`src/rtl/mem_arb_pkg.sv`:
```
// Shared types and constants for the two-client burst memory arbiter.
package mem_arb_pkg;

    // Arbiter FSM states.
    typedef enum logic [1:0] {
        ST_IDLE      = 2'd0,
        ST_ISSUE_WR  = 2'd1,
        ST_ISSUE_RD  = 2'd2,
        ST_NULL_DONE = 2'd3
    } arb_state_t;

    // Request slots in fixed round-robin order: bit 1 selects the client,
    // bit 0 selects read (1) or write (0).
    localparam int NUM_SLOTS = 4;
    localparam logic [1:0] SLOT_C0_WR = 2'd0;
    localparam logic [1:0] SLOT_C0_RD = 2'd1;
    localparam logic [1:0] SLOT_C1_WR = 2'd2;
    localparam logic [1:0] SLOT_C1_RD = 2'd3;

    // True when the slot carries a read burst.
    function automatic logic slot_is_rd(input logic [1:0] slot);
        return slot[0];
    endfunction

endpackage

```
`src/rtl/mem_burst_arbiter_if.sv`:
```
// Burst memory port bundle, used for both client ports and the shared master port.
//
// Handshake: the requester raises *_burst_req (level) together with stable
// len/addr and holds them until the responder pulses *_burst_finish for one
// cycle. Write data is consumed in every cycle wr_burst_data_req is high; read
// data is valid in every cycle rd_burst_data_valid is high. There is no
// back-pressure on the data strobes.
interface mem_burst_arbiter_if #(
    parameter int MEM_DATA_BITS = 64,
    parameter int ADDR_BITS     = 32,
    parameter int LEN_BITS      = 10
);
    logic                     rd_burst_req;
    logic                     wr_burst_req;
    logic [LEN_BITS-1:0]      rd_burst_len;
    logic [LEN_BITS-1:0]      wr_burst_len;
    logic [ADDR_BITS-1:0]     rd_burst_addr;
    logic [ADDR_BITS-1:0]     wr_burst_addr;
    logic [MEM_DATA_BITS-1:0] wr_burst_data;
    logic                     wr_burst_data_req;
    logic                     rd_burst_data_valid;
    logic [MEM_DATA_BITS-1:0] rd_burst_data;
    logic                     rd_burst_finish;
    logic                     wr_burst_finish;

    // Requester side (client, or the arbiter towards the AXI master).
    modport master (
        output rd_burst_req, wr_burst_req, rd_burst_len, wr_burst_len,
               rd_burst_addr, wr_burst_addr, wr_burst_data,
        input  wr_burst_data_req, rd_burst_data_valid, rd_burst_data,
               rd_burst_finish, wr_burst_finish
    );

    // Responder side (the arbiter towards a client, or the AXI master).
    modport slave (
        input  rd_burst_req, wr_burst_req, rd_burst_len, wr_burst_len,
               rd_burst_addr, wr_burst_addr, wr_burst_data,
        output wr_burst_data_req, rd_burst_data_valid, rd_burst_data,
               rd_burst_finish, wr_burst_finish
    );
endinterface

```
`src/rtl/mem_burst_arbiter_rr_pick4.sv`:
```
// Four-way round-robin picker: searches from (last+1) mod 4 for the first set request.
module rr_pick4
    import mem_arb_pkg::*;
(
    input  logic [NUM_SLOTS-1:0] req,
    input  logic [1:0]           last,
    output logic                 valid,
    output logic [1:0]           winner
);

    // Walk the four slots starting just after the last grant; first hit wins.
    always_comb begin
        valid  = 1'b0;
        winner = last;
        for (int i = 1; i <= NUM_SLOTS; i++) begin
            if (!valid && req[2'(last + 2'(i))]) begin
                valid  = 1'b1;
                winner = 2'(last + 2'(i));
            end
        end
    end

endmodule

```
`src/rtl/mem_burst_arbiter.sv`:
```
// Shares one burst memory port between two clients, each with independent
// read and write requests. One transfer in flight; bursts forwarded unchanged.
module mem_burst_arbiter
    import mem_arb_pkg::*;
#(
    parameter int MEM_DATA_BITS  = 64,
    parameter int ADDR_BITS      = 32,
    parameter int LEN_BITS       = 10,
    parameter int TIMEOUT_CYCLES = 65535
) (
    input  logic                  mem_clk,
    input  logic                  rst,
    mem_burst_arbiter_if.slave    c0,
    mem_burst_arbiter_if.slave    c1,
    mem_burst_arbiter_if.master   m,
    output logic                  busy,
    output logic [1:0]            grant_slot,
    output logic                  timeout,
    output arb_state_t            dbg_state
);

    localparam logic [31:0] WD_LIMIT = 32'(TIMEOUT_CYCLES);

    arb_state_t             state_q, state_d;
    logic [1:0]             grant_q, grant_d;
    logic                   busy_q, busy_d;
    logic                   timeout_q, timeout_d;
    logic                   m_rd_req_q, m_rd_req_d;
    logic                   m_wr_req_q, m_wr_req_d;
    logic [ADDR_BITS-1:0]   addr_q, addr_d;
    logic [LEN_BITS-1:0]    len_q, len_d;
    logic [31:0]            wd_q, wd_d;

    logic [NUM_SLOTS-1:0]   req_vec;
    logic                   pick_valid;
    logic [1:0]             pick_slot;
    logic [ADDR_BITS-1:0]   pick_addr;
    logic [LEN_BITS-1:0]    pick_len;
    logic                   issue_wr, issue_rd, null_done;
    logic [NUM_SLOTS-1:0]   fin_vec;
    logic [MEM_DATA_BITS-1:0] wr_data_mux;

    assign req_vec[SLOT_C0_WR] = c0.wr_burst_req;
    assign req_vec[SLOT_C0_RD] = c0.rd_burst_req;
    assign req_vec[SLOT_C1_WR] = c1.wr_burst_req;
    assign req_vec[SLOT_C1_RD] = c1.rd_burst_req;

    rr_pick4 u_pick (
        .req    (req_vec),
        .last   (grant_q),
        .valid  (pick_valid),
        .winner (pick_slot)
    );

    // Address/length of the slot the picker would grant this cycle.
    always_comb begin
        case (pick_slot)
            SLOT_C0_WR: begin pick_addr = c0.wr_burst_addr; pick_len = c0.wr_burst_len; end
            SLOT_C0_RD: begin pick_addr = c0.rd_burst_addr; pick_len = c0.rd_burst_len; end
            SLOT_C1_WR: begin pick_addr = c1.wr_burst_addr; pick_len = c1.wr_burst_len; end
            default:    begin pick_addr = c1.rd_burst_addr; pick_len = c1.rd_burst_len; end
        endcase
    end

    // Next-state logic: grant in IDLE, wait for the master finish in ISSUE,
    // one bookkeeping cycle for zero-length bursts. Watchdog runs during ISSUE.
    always_comb begin
        state_d    = state_q;
        grant_d    = grant_q;
        busy_d     = busy_q;
        timeout_d  = timeout_q;
        m_rd_req_d = m_rd_req_q;
        m_wr_req_d = m_wr_req_q;
        addr_d     = addr_q;
        len_d      = len_q;
        wd_d       = wd_q;
        case (state_q)
            ST_IDLE: begin
                if (pick_valid) begin
                    grant_d = pick_slot;
                    busy_d  = 1'b1;
                    addr_d  = pick_addr;
                    len_d   = pick_len;
                    wd_d    = '0;
                    if (pick_len == '0) begin
                        state_d = ST_NULL_DONE;
                    end else if (slot_is_rd(pick_slot)) begin
                        state_d    = ST_ISSUE_RD;
                        m_rd_req_d = 1'b1;
                    end else begin
                        state_d    = ST_ISSUE_WR;
                        m_wr_req_d = 1'b1;
                    end
                end
            end
            ST_ISSUE_WR, ST_ISSUE_RD: begin
                // Saturate at the limit so the counter never wraps.
                if (wd_q != WD_LIMIT) begin
                    wd_d = wd_q + 32'd1;
                end
                if (TIMEOUT_CYCLES != 0 && wd_d == WD_LIMIT) begin
                    timeout_d = 1'b1;
                end
                if ((state_q == ST_ISSUE_WR && m.wr_burst_finish) ||
                    (state_q == ST_ISSUE_RD && m.rd_burst_finish)) begin
                    m_rd_req_d = 1'b0;
                    m_wr_req_d = 1'b0;
                    busy_d     = 1'b0;
                    state_d    = ST_IDLE;
                end
            end
            default: begin
                busy_d  = 1'b0;
                state_d = ST_IDLE;
            end
        endcase
    end

    // State and registered outputs; reset leaves grant at slot 3 so the first
    // search starts at slot 0.
    always_ff @(posedge mem_clk) begin
        if (rst) begin
            state_q    <= ST_IDLE;
            grant_q    <= SLOT_C1_RD;
            busy_q     <= 1'b0;
            timeout_q  <= 1'b0;
            m_rd_req_q <= 1'b0;
            m_wr_req_q <= 1'b0;
            addr_q     <= '0;
            len_q      <= '0;
            wd_q       <= '0;
        end else begin
            state_q    <= state_d;
            grant_q    <= grant_d;
            busy_q     <= busy_d;
            timeout_q  <= timeout_d;
            m_rd_req_q <= m_rd_req_d;
            m_wr_req_q <= m_wr_req_d;
            addr_q     <= addr_d;
            len_q      <= len_d;
            wd_q       <= wd_d;
        end
    end

    assign issue_wr  = (state_q == ST_ISSUE_WR);
    assign issue_rd  = (state_q == ST_ISSUE_RD);
    assign null_done = (state_q == ST_NULL_DONE);

    // Finish pulse for the granted slot; master finishes outside a matching
    // ISSUE state are ignored, and reset suppresses the pulse.
    always_comb begin
        fin_vec = '0;
        if (!rst && ((issue_wr && m.wr_burst_finish) ||
                     (issue_rd && m.rd_burst_finish) || null_done)) begin
            fin_vec[grant_q] = 1'b1;
        end
    end

    assign c0.wr_burst_finish = fin_vec[SLOT_C0_WR];
    assign c0.rd_burst_finish = fin_vec[SLOT_C0_RD];
    assign c1.wr_burst_finish = fin_vec[SLOT_C1_WR];
    assign c1.rd_burst_finish = fin_vec[SLOT_C1_RD];

    // Data strobes go only to the granted client while its transfer is issued.
    assign c0.wr_burst_data_req   = issue_wr && (grant_q == SLOT_C0_WR) && m.wr_burst_data_req;
    assign c1.wr_burst_data_req   = issue_wr && (grant_q == SLOT_C1_WR) && m.wr_burst_data_req;
    assign c0.rd_burst_data_valid = issue_rd && (grant_q == SLOT_C0_RD) && m.rd_burst_data_valid;
    assign c1.rd_burst_data_valid = issue_rd && (grant_q == SLOT_C1_RD) && m.rd_burst_data_valid;
    assign c0.rd_burst_data       = m.rd_burst_data;
    assign c1.rd_burst_data       = m.rd_burst_data;

    assign wr_data_mux     = grant_q[1] ? c1.wr_burst_data : c0.wr_burst_data;
    assign m.wr_burst_data = wr_data_mux;

    assign m.rd_burst_req  = m_rd_req_q;
    assign m.wr_burst_req  = m_wr_req_q;
    assign m.rd_burst_addr = addr_q;
    assign m.wr_burst_addr = addr_q;
    assign m.rd_burst_len  = len_q;
    assign m.wr_burst_len  = len_q;

    assign busy       = busy_q;
    assign grant_slot = grant_q;
    assign timeout    = timeout_q;
    assign dbg_state  = state_q;

endmodule

```
`src/flat_wrapper.sv`:
```
// flat-port wrapper written by rule: the top's interface ports become plain ports
module mem_burst_arbiter_flat import mem_arb_pkg::*;
#(
    parameter int MEM_DATA_BITS  = 64,
    parameter int ADDR_BITS      = 32,
    parameter int LEN_BITS       = 10,
    parameter int TIMEOUT_CYCLES = 65535
)
  (mem_clk, rst, busy, grant_slot, timeout, dbg_state, c0_rd_burst_req, c0_wr_burst_req, c0_rd_burst_len, c0_wr_burst_len, c0_rd_burst_addr, c0_wr_burst_addr, c0_wr_burst_data, c0_wr_burst_data_req, c0_rd_burst_data_valid, c0_rd_burst_data, c0_rd_burst_finish, c0_wr_burst_finish, c1_rd_burst_req, c1_wr_burst_req, c1_rd_burst_len, c1_wr_burst_len, c1_rd_burst_addr, c1_wr_burst_addr, c1_wr_burst_data, c1_wr_burst_data_req, c1_rd_burst_data_valid, c1_rd_burst_data, c1_rd_burst_finish, c1_wr_burst_finish, m_rd_burst_req, m_wr_burst_req, m_rd_burst_len, m_wr_burst_len, m_rd_burst_addr, m_wr_burst_addr, m_wr_burst_data, m_wr_burst_data_req, m_rd_burst_data_valid, m_rd_burst_data, m_rd_burst_finish, m_wr_burst_finish);
  mem_burst_arbiter_if #(.MEM_DATA_BITS(MEM_DATA_BITS), .ADDR_BITS(ADDR_BITS), .LEN_BITS(LEN_BITS)) c0_i ();
  mem_burst_arbiter_if #(.MEM_DATA_BITS(MEM_DATA_BITS), .ADDR_BITS(ADDR_BITS), .LEN_BITS(LEN_BITS)) c1_i ();
  mem_burst_arbiter_if #(.MEM_DATA_BITS(MEM_DATA_BITS), .ADDR_BITS(ADDR_BITS), .LEN_BITS(LEN_BITS)) m_i ();
  input  logic mem_clk;
  input  logic rst;
  output logic busy;
  output logic [1:0] grant_slot;
  output logic timeout;
  output arb_state_t dbg_state;
  input wire logic [$bits(c0_i.rd_burst_req)-1:0] c0_rd_burst_req;
  input wire logic [$bits(c0_i.wr_burst_req)-1:0] c0_wr_burst_req;
  input wire logic [$bits(c0_i.rd_burst_len)-1:0] c0_rd_burst_len;
  input wire logic [$bits(c0_i.wr_burst_len)-1:0] c0_wr_burst_len;
  input wire logic [$bits(c0_i.rd_burst_addr)-1:0] c0_rd_burst_addr;
  input wire logic [$bits(c0_i.wr_burst_addr)-1:0] c0_wr_burst_addr;
  input wire logic [$bits(c0_i.wr_burst_data)-1:0] c0_wr_burst_data;
  output wire logic [$bits(c0_i.wr_burst_data_req)-1:0] c0_wr_burst_data_req;
  output wire logic [$bits(c0_i.rd_burst_data_valid)-1:0] c0_rd_burst_data_valid;
  output wire logic [$bits(c0_i.rd_burst_data)-1:0] c0_rd_burst_data;
  output wire logic [$bits(c0_i.rd_burst_finish)-1:0] c0_rd_burst_finish;
  output wire logic [$bits(c0_i.wr_burst_finish)-1:0] c0_wr_burst_finish;
  input wire logic [$bits(c1_i.rd_burst_req)-1:0] c1_rd_burst_req;
  input wire logic [$bits(c1_i.wr_burst_req)-1:0] c1_wr_burst_req;
  input wire logic [$bits(c1_i.rd_burst_len)-1:0] c1_rd_burst_len;
  input wire logic [$bits(c1_i.wr_burst_len)-1:0] c1_wr_burst_len;
  input wire logic [$bits(c1_i.rd_burst_addr)-1:0] c1_rd_burst_addr;
  input wire logic [$bits(c1_i.wr_burst_addr)-1:0] c1_wr_burst_addr;
  input wire logic [$bits(c1_i.wr_burst_data)-1:0] c1_wr_burst_data;
  output wire logic [$bits(c1_i.wr_burst_data_req)-1:0] c1_wr_burst_data_req;
  output wire logic [$bits(c1_i.rd_burst_data_valid)-1:0] c1_rd_burst_data_valid;
  output wire logic [$bits(c1_i.rd_burst_data)-1:0] c1_rd_burst_data;
  output wire logic [$bits(c1_i.rd_burst_finish)-1:0] c1_rd_burst_finish;
  output wire logic [$bits(c1_i.wr_burst_finish)-1:0] c1_wr_burst_finish;
  output wire logic [$bits(m_i.rd_burst_req)-1:0] m_rd_burst_req;
  output wire logic [$bits(m_i.wr_burst_req)-1:0] m_wr_burst_req;
  output wire logic [$bits(m_i.rd_burst_len)-1:0] m_rd_burst_len;
  output wire logic [$bits(m_i.wr_burst_len)-1:0] m_wr_burst_len;
  output wire logic [$bits(m_i.rd_burst_addr)-1:0] m_rd_burst_addr;
  output wire logic [$bits(m_i.wr_burst_addr)-1:0] m_wr_burst_addr;
  output wire logic [$bits(m_i.wr_burst_data)-1:0] m_wr_burst_data;
  input wire logic [$bits(m_i.wr_burst_data_req)-1:0] m_wr_burst_data_req;
  input wire logic [$bits(m_i.rd_burst_data_valid)-1:0] m_rd_burst_data_valid;
  input wire logic [$bits(m_i.rd_burst_data)-1:0] m_rd_burst_data;
  input wire logic [$bits(m_i.rd_burst_finish)-1:0] m_rd_burst_finish;
  input wire logic [$bits(m_i.wr_burst_finish)-1:0] m_wr_burst_finish;
  assign c0_i.rd_burst_req = c0_rd_burst_req;
  assign c0_i.wr_burst_req = c0_wr_burst_req;
  assign c0_i.rd_burst_len = c0_rd_burst_len;
  assign c0_i.wr_burst_len = c0_wr_burst_len;
  assign c0_i.rd_burst_addr = c0_rd_burst_addr;
  assign c0_i.wr_burst_addr = c0_wr_burst_addr;
  assign c0_i.wr_burst_data = c0_wr_burst_data;
  assign c0_wr_burst_data_req = c0_i.wr_burst_data_req;
  assign c0_rd_burst_data_valid = c0_i.rd_burst_data_valid;
  assign c0_rd_burst_data = c0_i.rd_burst_data;
  assign c0_rd_burst_finish = c0_i.rd_burst_finish;
  assign c0_wr_burst_finish = c0_i.wr_burst_finish;
  assign c1_i.rd_burst_req = c1_rd_burst_req;
  assign c1_i.wr_burst_req = c1_wr_burst_req;
  assign c1_i.rd_burst_len = c1_rd_burst_len;
  assign c1_i.wr_burst_len = c1_wr_burst_len;
  assign c1_i.rd_burst_addr = c1_rd_burst_addr;
  assign c1_i.wr_burst_addr = c1_wr_burst_addr;
  assign c1_i.wr_burst_data = c1_wr_burst_data;
  assign c1_wr_burst_data_req = c1_i.wr_burst_data_req;
  assign c1_rd_burst_data_valid = c1_i.rd_burst_data_valid;
  assign c1_rd_burst_data = c1_i.rd_burst_data;
  assign c1_rd_burst_finish = c1_i.rd_burst_finish;
  assign c1_wr_burst_finish = c1_i.wr_burst_finish;
  assign m_rd_burst_req = m_i.rd_burst_req;
  assign m_wr_burst_req = m_i.wr_burst_req;
  assign m_rd_burst_len = m_i.rd_burst_len;
  assign m_wr_burst_len = m_i.wr_burst_len;
  assign m_rd_burst_addr = m_i.rd_burst_addr;
  assign m_wr_burst_addr = m_i.wr_burst_addr;
  assign m_wr_burst_data = m_i.wr_burst_data;
  assign m_i.wr_burst_data_req = m_wr_burst_data_req;
  assign m_i.rd_burst_data_valid = m_rd_burst_data_valid;
  assign m_i.rd_burst_data = m_rd_burst_data;
  assign m_i.rd_burst_finish = m_rd_burst_finish;
  assign m_i.wr_burst_finish = m_wr_burst_finish;
  mem_burst_arbiter #(.MEM_DATA_BITS(MEM_DATA_BITS), .ADDR_BITS(ADDR_BITS), .LEN_BITS(LEN_BITS), .TIMEOUT_CYCLES(TIMEOUT_CYCLES)) u_core (.mem_clk(mem_clk), .rst(rst), .c0(c0_i), .c1(c1_i), .m(m_i), .busy(busy), .grant_slot(grant_slot), .timeout(timeout), .dbg_state(dbg_state));
endmodule
```
`config.mk`:
```
export PLATFORM = sky130hd
export DESIGN_NAME = mem_burst_arbiter_flat
export DESIGN_NICKNAME = d
export VERILOG_FILES = /design/src/rtl/mem_arb_pkg.sv /design/src/rtl/mem_burst_arbiter_if.sv /design/src/rtl/mem_burst_arbiter_rr_pick4.sv /design/src/rtl/mem_burst_arbiter.sv /design/src/flat_wrapper.sv
export SDC_FILE = /design/constraint.sdc
export NUM_CORES = 1
export LEC_CHECK = 0
export BUFFER_PORTS_ARGS = -buffer_cell sky130_fd_sc_hd__buf_2
export CORE_AREA = 2 2 258 260
export DETAILED_ROUTE_END_ITERATION = 6
export DIE_AREA = 0 0 260 262
export PLACE_DENSITY = 0.38
export SYNTH_ARGS = -nofsm -noshare
export SYNTH_HDL_FRONTEND = slang
export SYNTH_HIERARCHICAL = 1
export SYNTH_SLANG_ARGS = --single-unit
export TNS_END_PERCENT = 10
```
`constraint.sdc`:
```
create_clock -name mem_clk -period 3.1 [get_ports mem_clk]
set_input_delay 0.155 -clock mem_clk [delete_from_list [all_inputs] [get_ports mem_clk]]
set_output_delay 0.155 -clock mem_clk [all_outputs]
set_load 0.05 [all_outputs]
```
==> reports/qor.txt, run 1 <==
CP top delay family: compound AO/OA/AOI/OAI gates
CP peak stage delay: 0.51 ns
Utilization after layout: 0.149
RePlAce Congestion: 0.862
Buf+Inv Stages, Crit Path: 0
Clock-pin slew on the worst setup and hold paths: 0.06 ns
Final Cycle Share: 0.949
Crit start category: flip-flop
CTS Hold Bufs: 0
WS Path Type: reg -> reg
Core footprint: 65300 sq um
Layout cell share with drive strength beyond 1: 0.552
Leak pwr: 4.22 nW
CTS Sinks: 82
Port Buffers: 469
Remaining DRCs: 0
WL final: 41600 um
Number of cells on the critical path: 9
Max VDD drop: 0.000599 V
Max-slew headroom: 0.366
GRT Residual Overflow: 0
Area Growth Syn to Fin: 33.1%
CTS resizes: 0
Pre-antenna DRT Iters: 7
Period minus WS final: 2.94 ns
Critical Path Fanout Max: 15
Required time worst endpoint: 3.29 ns
Root buf cell: clkbuf_16
DIE AREA: 68100 sq um
H-tree Lvls: 3
Later-pin clock latency in the skew report: 0.37 ns
WHS: 0.221 ns
Routed vias/inst: 3.73
# IOs: 662
Pre-CTS setup slack: 0.151 ns
DR WL/cell: 20.7 um
Crit path cell chain: mux2i_1 -> nor2_1 -> a221o_4 -> mux4_2 -> nor4_1 -> and3_1 -> a21oi_1 -> a31oi_1 -> a311oi_1
Hold path depth: 2
Critical Path AT: 3.13 ns
CTS Buf Count: 9
Fin nets: 1517
Clk buf depth: 2
Area post-placement: 9410 sq um
P per Cell Area: 1030 nW/um^2
Die Height: 262 um
Outcome: complete, no violations
Post-DRT Antenna Nets: 0
Synth Warn #: 6
FILL cells: 7516
Num rows: 94
Post-synthesis sequential area ratio: 0.225
Commonest register cell after synthesis: dfxtp_1
EDFF count, synth: 0
HPWL after detailed placement: 35800 um
Setup Buffers After CTS: 0
Register-to-Register Path Depth: 9
HP Class: in -> reg
Max_cap viols: 0
Worst setup EP type: flip-flop
Initial Utilization: 0.112
Fmax: 340 MHz
Initial antenna violation count: 7
Slowest-stage cell, CP: mux4_2
Worst slew pin tran: 0.952 ns
Net Count, Synth: 1244
FF+latch count, synth: 82
Synth cell types: 55
Pins Over Slew Limit: 0
Vias in the first global route: 7423
DRT iter0 DRCs: 470
Largest net degree at the start of global routing: 68
Async SR Flop Fraction: 0
Worst Slack Setup Final: 0.159 ns
Syn Std Cell Area: 7290 sq um
Synth Instances: 869
Hold Violations, Final: 0
Fin Setup TNS: 0 ns
CTS tree: done
Total GRT Usage: 0.117
Worst Skew: 0.0121 ns
RSZ-0062 raised after global routing: false
Setup-failing EPs final: 0
Overall die width: 260 um
Syn_area_per_cell: 8.39 sq um
First-pass GRT wire length: 55500 um
Fin area: 9700 sq um
Vias: 7494
registers in the layout (all words and copies together), names as in the netlist:
| signal | count |
|---|---|
| u_core/m.rd_burst_addr | 32 |
| u_core/busy | 1 |
| u_core/wd_q | 32 |
| u_core/m.rd_burst_req | 1 |
| u_core/m.rd_burst_len | 10 |
| u_core/m.wr_burst_req | 1 |
| u_core/dbg_state | 2 |
| u_core/grant_slot | 2 |
| u_core/timeout | 1 |
cells by family (layout without fill, tap and decap cells):
kind of cell	Yosys count	count (layout)	share of synthesized area
buf+inv	242	519	0.214
compound gates	146	146	0.124
flops	82	82	0.225
xor+xnor	10	10	0.0120
fa+ha+maj	5	5	0.00858
other cells	0	1	0
mux	108	108	0.231
simple gates	276	276	0.185
per-layer routing:
metal	global-route usage	wire length, um
met5	0	41
met2	0.170	18000
met1	0.147	17800
met3	0.0597	4570
met4	0.0417	1250
cell usage in the layout, fill, tap and decap left out, types with 4 or more instances in the layout:
| cell type | synthesis | final |
|---|---|---|
| buf_2 | 11 | 468 |
| clkbuf_16 | 0 | 9 |
| a31oi_1 | 12 | 12 |
| a22oi_1 | 6 | 6 |
| xnor2_1 | 7 | 7 |
| nand2b_1 | 5 | 5 |
| dfxtp_1 | 82 | 81 |
| nor2_1 | 47 | 47 |
| buf_4 | 171 | 24 |
| nand3_1 | 13 | 13 |
| mux4_2 | 42 | 42 |
| mux2_2 | 64 | 64 |
| nand4_1 | 13 | 13 |
| ha_1 | 5 | 5 |
| a211oi_1 | 4 | 4 |
| o21ai_0 | 21 | 21 |
| a21oi_1 | 74 | 73 |
| nor4_1 | 14 | 14 |
| and3_1 | 10 | 10 |
| nand2_1 | 127 | 126 |
| a311oi_1 | 8 | 8 |
| inv_1 | 12 | 12 |
| nor3_1 | 17 | 17 |
through the flow:
stage	total power [mW]	std cells
2_1_floorplan	7.29	869
3_3_place_gp	8.89	1995
3_5_place_dp	8.91	1995
4_1_cts	10.1	2010
5_1_grt	10.6	2010
6_report	9.96	2011
cell usage after synthesis, drive strengths merged (15+ instances only):
master / count / area [sq um]
a21oi: 74 / 370
clkbuf: 45 / 169
nor4: 16 / 130
nand4: 15 / 124
buf: 185 / 1350
o21ai: 21 / 105
dfxtp: 82 / 1640
mux4: 42 / 946
nor3: 17 / 85.1
nor2: 48 / 183
nand2: 127 / 477
nand3: 15 / 85.1
mux2: 64 / 721
worst paths after layout:
check	to	slack (ns)	from
max	u_core/m.rd_burst_req$_SDFFE_PP0P_	0.16	u_core/grant_slot[1]$_SDFFE_PP1P_
min	u_core/wd_q[1]$_SDFFE_PP0P_	0.22	rst
max reg2reg	u_core/m.rd_burst_req$_SDFFE_PP0P_	0.16	u_core/grant_slot[1]$_SDFFE_PP1P_
min reg2reg	u_core/m.rd_burst_addr[8]$_SDFFE_PP0P_	0.47	u_core/m.rd_burst_addr[8]$_SDFFE_PP0P_
power breakdown:
part,internal (mW),switching [mW]
sequential,1.34,0.273
combinational,1.96,5.25
clock,0.644,0.499
total,3.94,6.02
final cells by class:
| type | instances | area (sq um) | share of cell area |
|---|---|---|---|
| Multi-Input combinational cell | 545 | 4110 | 0.424 |
| Timing Repair Buffer | 492 | 2520 | 0.260 |
| Sequential cell | 82 | 1650 | 0.170 |
| Tap cell | 864 | 1080 | 0.111 |
| Clock buffer | 11 | 243 | 0.0250 |
| Clock inverter | 4 | 51.3 | 0.00529 |
| Inverter | 12 | 45.0 | 0.00464 |
| Antenna cell | 1 | 2.50 | 0.000258 |
(Power assumes the default switching activity.)
==> run 2, diff against run 1 <==
Settings changed: ABC_AREA set to 1, CORE_AREA 2 2 258 260 to 2 2 259 261, DIE_AREA 0 0 260 262 to 0 0 261 263.
==> reports/qor.txt, run 2 <==
Initial antenna violation count: 8 (+1)
CP peak stage delay: 0.82 ns (+0.31 ns)
Synth cell types: 37 (-33%)
Commonest register cell after synthesis: dfxtp_1
Largest family of logic cells by synthesized area: simple AND/OR/NAND/NOR gates
Root buf cell: clkbuf_16
Hold Violations, Final: 0 (unchanged)
P_sw: 7.07 mW (+18%)
Worst Setup EP: c1_wr_burst_finish
Vias: 8825 (+18%)
Number of cells on the critical path: 4 (-5)
EDFF count, synth: 0 (unchanged)
Later-pin clock latency in the skew report: 0.36 ns (about the same)
Post-synthesis sequential area ratio: 0.223 (-0.00252)
Worst setup EP type: primary output
Fin Setup TNS: 0 ns (unchanged)
RR Startpoint: u_core/grant_slot[0]$_SDFFE_PP1P_
Hold Path Origin: c1_rd_burst_addr[0]
Async SR Flop Fraction: 0 (unchanged)
Total GRT Usage: 0.107 (-0.0101)
Crit path cell chain: buf_4 -> inv_2 -> nor3_1 -> buf_12
Synth Instances: 1218 (+40%)
HP Class: in -> reg
Most frequent cells in the layout: buf_2 (467), nand2_1 (455), a21oi_1 (85)
Top cell type's share of synthesized area: 0.232 (+0.00698)
Clk buf depth: 2 (unchanged)
Remaining DRCs: 0 (unchanged)
Num rows: 94 (unchanged)
Fmax: 346 MHz (+1.7%)
Period minus WS final: 2.89 ns (-0.0493 ns)
CTS Hold Bufs: 0 (unchanged)
Final Cycle Share: 0.933 (-0.0159)
Initial Utilization: 0.112 (+0.000658)
First-pass GRT wire length: 54500 um (-1.7%)
Synth Area in Compound Gates: 0.174 (+0.0504)
DRT iter0 DRCs: 575 (+22%)
WL final: 38400 um (-7.7%)
Worst slew pin tran: 0.916 ns (-0.0358 ns)
Post-synthesis xor/xnor area fraction: 0.0202 (+0.00818)
Most frequent cell after synthesis: nand2_1
Adder-Cell Fraction of Synth Area: 0.00848 (-0.0000960)
Flop pwr share: 0.143 (-0.019)
# IOs: 662 (unchanged)
Synth area leader: nand2_1
Leak pwr: 4.77 nW (+13%)
Port Buffers: 469 (unchanged)
RR Endpoint: u_core/m.wr_burst_req$_SDFFE_PP0P_
Worst Skew: 0.00925 ns (-0.00281 ns)
Synth Warn #: 6 (unchanged)
Max VDD drop: 0.000505 V (-16%)
Simple logic cell fraction of the synthesized area: 0.339 (+0.155)
Core footprint: 65600 sq um (+0.54%)
Critical Path AT: 2.74 ns (-0.39 ns)
Slowest-stage cell, CP: nor3_1
Pins Over Slew Limit: 0 (unchanged)
Routed vias/inst: 3.73 (about the same)
Required time worst endpoint: 2.94 ns (-0.35 ns)
Setup-failing EPs final: 0 (unchanged)
CTS Buf Count: 9 (unchanged)
CP top delay family: buffers and inverters
Syn Std Cell Area: 7380 sq um (+1.1%)
Largest net degree at the start of global routing: 74 (+8.8%)
Layout cell share with drive strength beyond 1: 0.361 (-0.192)
Crit start category: flip-flop
CP Launch Point: u_core/grant_slot[1]$_SDFFE_PP1P_
GRT Residual Overflow: 0 (unchanged)
DR WL/cell: 16.2 um (-22%)
Largest cells by area after synthesis: nand2_1 (23%), dfxtp_1 (22%), buf_4 (17%)
P per Cell Area: 1140 nW/um^2 (+12%)
Die Height: 263 um (+0.38%)
Syn_area_per_cell: 6.06 sq um (-28%)
FF+latch count, synth: 82 (unchanged)
Net Sw Frac: 0.629 (+0.0247)
Clock-pin slew on the worst setup and hold paths: 0.07 ns (about the same)
Mux contribution to synthesized area: 0 (-0.231)
CTS tree: done
Buf+Inv Stages, Crit Path: 3 (+3)
Overall die width: 261 um (+0.38%)
CTS Sinks: 82 (unchanged)
Critical Path Fanout Max: 70 (+55)
Combinational power share: 0.761 (+0.037)
DIE AREA: 68600 sq um (+0.77%)
Clock Power Share: 0.096 (-0.019)
Post-DRT Antenna Nets: 0 (unchanged)
Fin area: 9830 sq um (+1.3%)
Area post-placement: 9530 sq um (+1.3%)
Max-slew headroom: 0.385 (+0.0192)
Area Growth Syn to Fin: 33.3%
H-tree Lvls: 3 (unchanged)
Top cells by count, synth: nand2_1 (456), buf_4 (170), a21oi_1 (86)
RePlAce Congestion: 0.913 (+5.9%)
Internal power: 4.17 mW (+5.9%)
Setup slack, reg-to-reg: 0.31 ns (+0.15 ns)
Outcome: complete, no violations
Pre-antenna DRT Iters: 5 (-2)
RSZ-0062 raised after global routing: false
Fin nets: 1870 (+23%)
Net Count, Synth: 1593 (+28%)
Most common cell after layout, fill and taps aside: buf_2
Vias in the first global route: 8475 (+14%)
Max_cap viols: 0 (unchanged)
Register-to-Register Path Depth: 19 (+10)
WS Path Type: reg -> out
HPWL after detailed placement: 32400 um (-9.6%)
run 2: layout make-up:
type,count,area [sq um]
inverters,55,209
multi-input cells,852,4020
diodes,4,10.0
fillers,7737,55800
well taps,864,1080
flip-flops and latches,82,1640
clock inverters,7,53.8
repair buffers,495,2580
clock buffers,9,225
run 2: routing by layer:
metal | up-vias | track usage | routed length, um
li1 | 4343 | - | -
met1 | 3985 | 0.125 | 15700
met2 | 413 | 0.177 | 17800
met3 | 70 | 0.0412 | 3870
met4 | 14 | 0.0355 | 994
met5 | - | 0 | 84
run 2: power groups by stage:
stage | sequential, mW | combinational, mW | clock (mW)
6_report | 1.61 | 8.56 | 1.08
4_1_cts | 1.63 | 8.61 | 1.14
3_5_place_dp | 1.65 | 8.58 | 0
5_1_grt | 1.65 | 9.22 | 1.17
2_1_floorplan | 2.33 | 5.88 | 0
3_3_place_gp | 1.64 | 8.55 | 0
run 2: worst min-delay path by stage:
stage,slack [ns],cells after the start,endpoint
finish,0.06,3,u_core/m.rd_burst_addr[0]$_SDFFE_PP0P_
global route,0.05,3,u_core/m.rd_burst_addr[29]$_SDFFE_PP0P_
CTS,0.03,3,u_core/m.rd_burst_addr[20]$_SDFFE_PP0P_
detailed placement,0.31,0,c0_rd_burst_data[34]
global placement,0.31,0,c0_rd_burst_data[34]
floorplan,0.32,2,u_core/m.rd_burst_addr[10]$_SDFFE_PP0P_
run 2: metrics by stage:
step | hold WS (ns) | utilization | instances | setup WS (ns) | power [mW]
after floorplan | 0.318 | - | 1218 | 0.0393 | 8.21
after global placement | 0.310 | 0.145 | 2347 | 0.269 | 10.2
after detailed placement | 0.310 | 0.145 | 2347 | 0.131 | 10.2
after CTS | 0.0330 | 0.149 | 2363 | 0.0967 | 11.4
after global routing | 0.0466 | 0.150 | 2364 | 0.0540 | 12.0
final | 0.0632 | 0.150 | 2368 | 0.209 | 11.2
run 2: cells by family (layout without fill, tap and decap cells):
family	after synthesis	in the layout
other	0	4
AOI/OAI and AO/OA	213	213
xor gates and xnor gates	17	17
buffers and inverters	284	566
adders and majority gates	5	5
and+or+nand+nor	617	617
DFF	82	82
run 2: worst min-delay path, stage by stage:
cell and delay (ns):
buf_2 0.09, nand2_1 0.06, a31oi_1 0.07
run 2: timing repair:
item,in CTS,in global routing
gates resized for setup,0,2
endpoints found under the setup margin,0,5
setup buffers,0,1
